===== src/rtl/irq_arb.sv =====
// External-interrupt arbiter: per-source gateways, priority/threshold selection
// and a claim/complete register port driving the active-low ei line.
module irq_arb #(
  parameter int N_SRC = 8
) (
  input  logic             clk,
  input  logic             rst_n,
  input  logic [N_SRC-1:0] src,
  input  logic             cfg_re,
  input  logic             cfg_we,
  input  logic [2:0]       cfg_addr,
  input  logic [31:0]      cfg_wdata,
  output logic [31:0]      cfg_rdata,
  output logic             cfg_rvalid,
  output logic             ei
);

  localparam logic [2:0] A_ENABLE    = 3'd0;
  localparam logic [2:0] A_PENDING   = 3'd1;
  localparam logic [2:0] A_THRESHOLD = 3'd2;
  localparam logic [2:0] A_CLAIM     = 3'd3;
  localparam logic [2:0] A_PRIORITY  = 3'd4;
  localparam logic [2:0] A_INSERVICE = 3'd5;

  logic [N_SRC-1:0]      enable_q, enable_d;
  logic [N_SRC-1:0]      pending_q, pending_d;
  logic [N_SRC-1:0]      inservice_q, inservice_d;
  logic [2:0]            thresh_q, thresh_d;
  logic [N_SRC-1:0][2:0] prio_q, prio_d;
  logic [31:0]           rdata_q, rdata_d;
  logic                  rvalid_q;
  logic                  ei_q;

  logic [3:0]            best_id;
  logic [2:0]            best_prio;
  logic                  claim;
  logic                  wr_en;
  logic [N_SRC-1:0]      complete_hit;
  logic [31:0]           rd_mux;

  assign claim = cfg_re && (cfg_addr == A_CLAIM);
  assign wr_en = cfg_we;

  // Strict '>' keeps the lowest ID on equal priorities; any eligible
  // source has prio >= 1, so the zero start value never wins.
  always_comb begin
    best_id   = 4'd0;
    best_prio = 3'd0;
    for (int i = 0; i < N_SRC; i++) begin
      if (pending_q[i] && enable_q[i] && (prio_q[i] > thresh_q) &&
          (prio_q[i] > best_prio)) begin
        best_id   = 4'(i + 1);
        best_prio = prio_q[i];
      end
    end
  end

  // IDs 0 and > N_SRC match no bit, and clearing an idle bit is a no-op.
  always_comb begin
    complete_hit = '0;
    for (int i = 0; i < N_SRC; i++) begin
      complete_hit[i] = wr_en && (cfg_addr == A_CLAIM) &&
                        (cfg_wdata[3:0] == 4'(i + 1));
    end
  end

  always_comb begin
    pending_d   = pending_q | (~src & ~inservice_q);
    inservice_d = inservice_q & ~complete_hit;
    // Claim is applied after complete so a same-ID pair leaves it in service.
    if (claim && (best_id != 4'd0)) begin
      for (int i = 0; i < N_SRC; i++) begin
        if (best_id == 4'(i + 1)) begin
          pending_d[i]   = 1'b0;
          inservice_d[i] = 1'b1;
        end
      end
    end
  end

  always_comb begin
    enable_d = enable_q;
    thresh_d = thresh_q;
    prio_d   = prio_q;
    if (wr_en) begin
      case (cfg_addr)
        A_ENABLE:    enable_d = cfg_wdata[N_SRC-1:0];
        A_THRESHOLD: thresh_d = cfg_wdata[2:0];
        A_PRIORITY: begin
          for (int i = 0; i < N_SRC; i++) begin
            prio_d[i] = cfg_wdata[4*i +: 3];
          end
        end
        default: ;
      endcase
    end
  end

  always_comb begin
    rd_mux = '0;
    case (cfg_addr)
      A_ENABLE:    rd_mux[N_SRC-1:0] = enable_q;
      A_PENDING:   rd_mux[N_SRC-1:0] = pending_q;
      A_THRESHOLD: rd_mux[2:0]       = thresh_q;
      A_CLAIM:     rd_mux[3:0]       = best_id;
      A_PRIORITY: begin
        for (int i = 0; i < N_SRC; i++) begin
          rd_mux[4*i +: 3] = prio_q[i];
        end
      end
      A_INSERVICE: rd_mux[N_SRC-1:0] = inservice_q;
      default:     rd_mux = '0;
    endcase
  end

  assign rdata_d = cfg_re ? rd_mux : rdata_q;

  always_ff @(posedge clk or negedge rst_n) begin
    if (!rst_n) begin
      enable_q    <= '0;
      pending_q   <= '0;
      inservice_q <= '0;
      thresh_q    <= '0;
      prio_q      <= '0;
      rdata_q     <= '0;
      rvalid_q    <= 1'b0;
      ei_q        <= 1'b1;
    end else begin
      enable_q    <= enable_d;
      pending_q   <= pending_d;
      inservice_q <= inservice_d;
      thresh_q    <= thresh_d;
      prio_q      <= prio_d;
      rdata_q     <= rdata_d;
      rvalid_q    <= cfg_re;
      ei_q        <= (best_id == 4'd0);
    end
  end

  assign cfg_rdata  = rdata_q;
  assign cfg_rvalid = rvalid_q;
  assign ei         = ei_q;

endmodule


===== config.mk =====
export PLATFORM = sky130hd
export DESIGN_NAME = irq_arb
export DESIGN_NICKNAME = d
export VERILOG_FILES = /design/src/rtl/irq_arb.sv
export SDC_FILE = /design/constraint.sdc
export NUM_CORES = 1
export LEC_CHECK = 0
export CORE_ASPECT_RATIO = 0.5
export CORE_UTILIZATION = 40
export DETAILED_ROUTE_END_ITERATION = 6
export GPL_TIMING_DRIVEN = 0
export PLACE_DENSITY_LB_ADDON = 0.05
export SLEW_MARGIN = 0
export SYNTH_ARGS = -nofsm -noshare
export SYNTH_HDL_FRONTEND = slang
export SYNTH_SLANG_ARGS = --single-unit

===== constraint.sdc =====
create_clock -name clk -period 12.5 [get_ports clk]
set_clock_uncertainty 0.1 [all_clocks]
set_input_delay 2.5 -clock clk [delete_from_list [all_inputs] [get_ports clk]]
set_output_delay 2.5 -clock clk [all_outputs]
set_load 0.05 [all_outputs]

==> key figures <==
Timing
  – Setup Viol. Count Final: 0
  – RSZ-0062 raised after global routing: no
  – Max-slew violations: 0
  – Post-Route Setup TNS: 0 ns
  – Tmin final: roughly 12 ns
  – Max-slew headroom: 0.468
  – FMAX: around 0.086 GHz
  – Setup ws final: 0.826 ns
  – Hold slack: ~0.38 ns
  – Final period util: 0.934
  – Final Hold Viols: 0
  – Slew at the pin with the worst max-slew slack: between 0.7 and 0.8 ns

Die
  – Initial Utilization: 0.413
  – DIE WIDTH: between 150 and 200 µm
  – DIE AREA: approximately 0.013 mm²
  – Die height: approximately 80 µm
  – Row Count: 28
  – Core area: around 0.012 mm²
  – I/O pin count: 81

Global routing
  – GRT Residual Overflow: 0
  – Largest net degree at the start of global routing: between 40 and 50
  – Total GRT Usage: 0.231
  – First-pass GRT wire length: 21.5 mm
  – Vias in the first global route: roughly 3700
  – Initial antenna violation count: 0

Logic synthesis
  – Sequential element share of the synthesized area: 0.404
  – Top cells by count, synth: 78 x dfrtp_1, 53 x nand2_1, 45 x o21ai_0
  – Number of unique standard cell types used by synthesis: 70
  – Seq cells post-synth: a little under 80
  – Syn. warnings: 0
  – Top cells by area, synth: dfrtp_1 40%, ha_1 10%, mux2_2 6.2%
  – Cells after Synth: roughly 500
  – Synth top area share: 0.398
  – Mapped Area: between 0.004 and 0.005 mm²
  – Post-synth EDFFs: 0
  – Primary FF master, synth: dfrtp_1
  – Area leader, netlist: dfrtp_1
  – Mean post-synth cell area: roughly 9.8 µm²
  – Count leader, synth: dfrtp_1
  – Ys async rst share: 1.00

Routing
  – Total Routed Length: ~14 mm
  – Drt wl/cell: ~18 µm
  – TritonRoute pass-1 iters: 5
  – Number of remaining DRC errors: 0
  – First DRT Iteration DRCs: 248
  – Antenna Nets Post-Route: 0
  – Total number of vias: approximately 4000
  – Vias/cell: 5.28

Clocking
  – Worst-path clk slew: 0.06 ns
  – Num Clock Sinks: between 70 and 80
  – Root buffer cell: clkbuf_16
  – Clk_lat worst skew: 0.33 ns
  – Hold_buf cts: 0
  – CTS max path bufs: 2
  – H-Tree Level Count: 3
  – TritonCTS buffer count: 9
  – CTS tree: built
  – Post-CTS setup buffers: 0

Finish
  – Share of layout cells above drive strength 1: 0.141
  – Fin cells: about 750
  – Nets: 670
  – Sequential Area: between 0.0015 and 0.002 mm²
  – Fill cells: ~1100
  – Post-Route Utilization: 0.519
  – Layout area overhead: 25.7%
  – Area occupied by multi-input gates: ~0.0027 mm²
  – N_diodes: 0

Worst setup path
  – Most frequent CP cell: ha_1
  – Crit path from: thresh_q[1]$_DFFE_PN0P_
  – Crit path capture type: flip-flop
  – WP data arrival: roughly 12 ns
  – CP Class: flip-flop to flip-flop
  – Highest-delay cell along the critical path: nor3_2
  – Worst r2r src: thresh_q[1]$_DFFE_PN0P_
  – Data required, critical path: around 13 ns
  – Peak fanout along the critical path: 10
  – Critical Path Source Type: flip-flop
  – Critical path's largest stage delay: just under 0.6 ns

Power
  – Peak supply drop: around 0.084 mV
  – Proportion of power drawn by the clock network: 0.241
  – PD cells: 197 mW/mm²
  – Int Pwr: about 0.74 mW
  – Comb pwr share: 0.464
  – Net Sw Power: around 0.48 mW
  – Sw Share: 0.392
  – LEAKAGE: around 2.6 nW
  – Reg power frac: 0.295

Place
  – Gpl congestion: between 0.8 and 0.9
  – Placed Cells: around 740
  – DP HPWL: between 10 and 15 mm
  – Pre-CTS WS: between 0.5 and 0.6 ns
  – I/O Buffers: 67

Run
  – Max-cap violations: 0

Worst hold path
  – HP Start: prio_q[9]$_DFFE_PN0P_
  – Hold WC Path Type: flip-flop to flip-flop

Run status
  – Status: complete, no violations
routing by layer:
layer	global-route usage	part of all wire	vias up
met3	0.0491	0.072	10
met4	0.0404	0.0075	0
li1	-	-	1952
met1	0.359	0.53	1903
met2	0.325	0.39	105
met5	0	0	-
final cells by class:
type                       instances  share of cell area
clock buffer                      11              0.0410
multi-input combinational        356               0.431
inverter                          44              0.0268
timing repair buffer              68               0.113
buffer                            24              0.0209
clock inverter                     5              0.0130
tap                              165              0.0335
sequential                        79               0.321
critical path, delay by kind of cell (launching register included):
family / cells / cell delay (ns)
buffers and inverters: 4 / 0.94
AND/OR/NAND/NOR: 24 / 4.40
adder cells (fa/ha/maj): 8 / 2.33
flip-flops: 1 / 0.37
AO/OA/AOI/OAI: 11 / 2.03
multiplexers: 4 / 1.43
state kept, by name, summed over array words and instances, names as in the netlist:
register,count
cfg_rvalid,1
prio_q,24
cfg_rdata,26
pending_q,8
ei,1
thresh_q,3
enable_q,8
inservice_q,8
worst paths after layout:
path,to,slack (ns),depth (start not counted)
hold / removal,cfg_rdata[12]$_DFFE_PN0P_,0.38,2
setup reg to reg,pending_q[3]$_DFF_PN0_,0.83,51
max in group asynchronous,ei$_DFF_PN1_,9.65,2
hold reg to reg,cfg_rdata[12]$_DFFE_PN0P_,0.38,2
setup / recovery,pending_q[3]$_DFF_PN0_,0.83,51
min in group asynchronous,cfg_rdata[28]$_DFFE_PN0P_,2.00,1
logic make-up (layout without fill, tap and decap cells):
| logic type | Yosys count | in the layout | synth area share |
|---|---|---|---|
| AOI/OAI and AO/OA | 132 | 132 | 0.186 |
| adders and majority gates | 42 | 42 | 0.107 |
| buffers and inverters | 68 | 152 | 0.0600 |
| DFF | 79 | 79 | 0.404 |
| muxes | 37 | 37 | 0.101 |
| other | 1 | 6 | 0.000765 |
| and+or+nand+nor | 139 | 139 | 0.141 |
power by group through the flow:
stage	Sequential, mW	Combinational (mW)	Clock, mW
floorplan	0.375	0.393	0
global placement	0.362	0.553	0
detailed placement	0.362	0.560	0
CTS	0.358	0.563	0.298
global route	0.367	0.630	0.309
finish	0.358	0.564	0.293
metrics by stage:
| step | power, mW | cell area (µm²) |
|---|---|---|
| after floorplan | 0.768 | 4920 |
| after global placement | 0.915 | 5800 |
| after detailed placement | 0.922 | 5820 |
| after CTS | 1.22 | 6150 |
| after global routing | 1.31 | 6160 |
| final | 1.21 | 6160 |
repair_timing:
action                     4_1_cts  5_1_grt
setup endpoints to repair        0       12
hold endpoints to repair         0        0
resized for setup                0        1
cells in the final DEF, fill, tap and decap left out, types with 3 or more instances in the layout:
| cell | netlist | final |
|---|---|---|
| and3_1 | 3 | 3 |
| o22a_1 | 3 | 3 |
| inv_1 | 44 | 44 |
| clkdlybuf4s50_1 | 0 | 66 |
| nand2b_1 | 7 | 7 |
| o21ai_0 | 45 | 45 |
| conb_1 | 1 | 6 |
| o41ai_1 | 3 | 3 |
| buf_4 | 6 | 7 |
| mux2_2 | 27 | 27 |
| nand2_1 | 53 | 53 |
| clkbuf_16 | 0 | 9 |
| o21ai_1 | 4 | 4 |
| a31oi_1 | 3 | 3 |
| ha_1 | 41 | 41 |
| o22ai_1 | 4 | 4 |
| dfrtp_1 | 78 | 78 |
| o31ai_1 | 5 | 5 |
| clkbuf_1 | 13 | 13 |
| a22oi_1 | 3 | 3 |
| nand3_1 | 25 | 25 |
| mux2_4 | 3 | 3 |
| o21a_1 | 7 | 7 |
| a21oi_1 | 20 | 20 |
| nor2_1 | 19 | 19 |
| a22oi_2 | 4 | 4 |
| mux4_2 | 6 | 6 |
| a21o_1 | 5 | 5 |
| nor3_1 | 4 | 3 |
| nand3b_1 | 8 | 8 |
No activity file was read; power rests on OpenSTA's default activity.
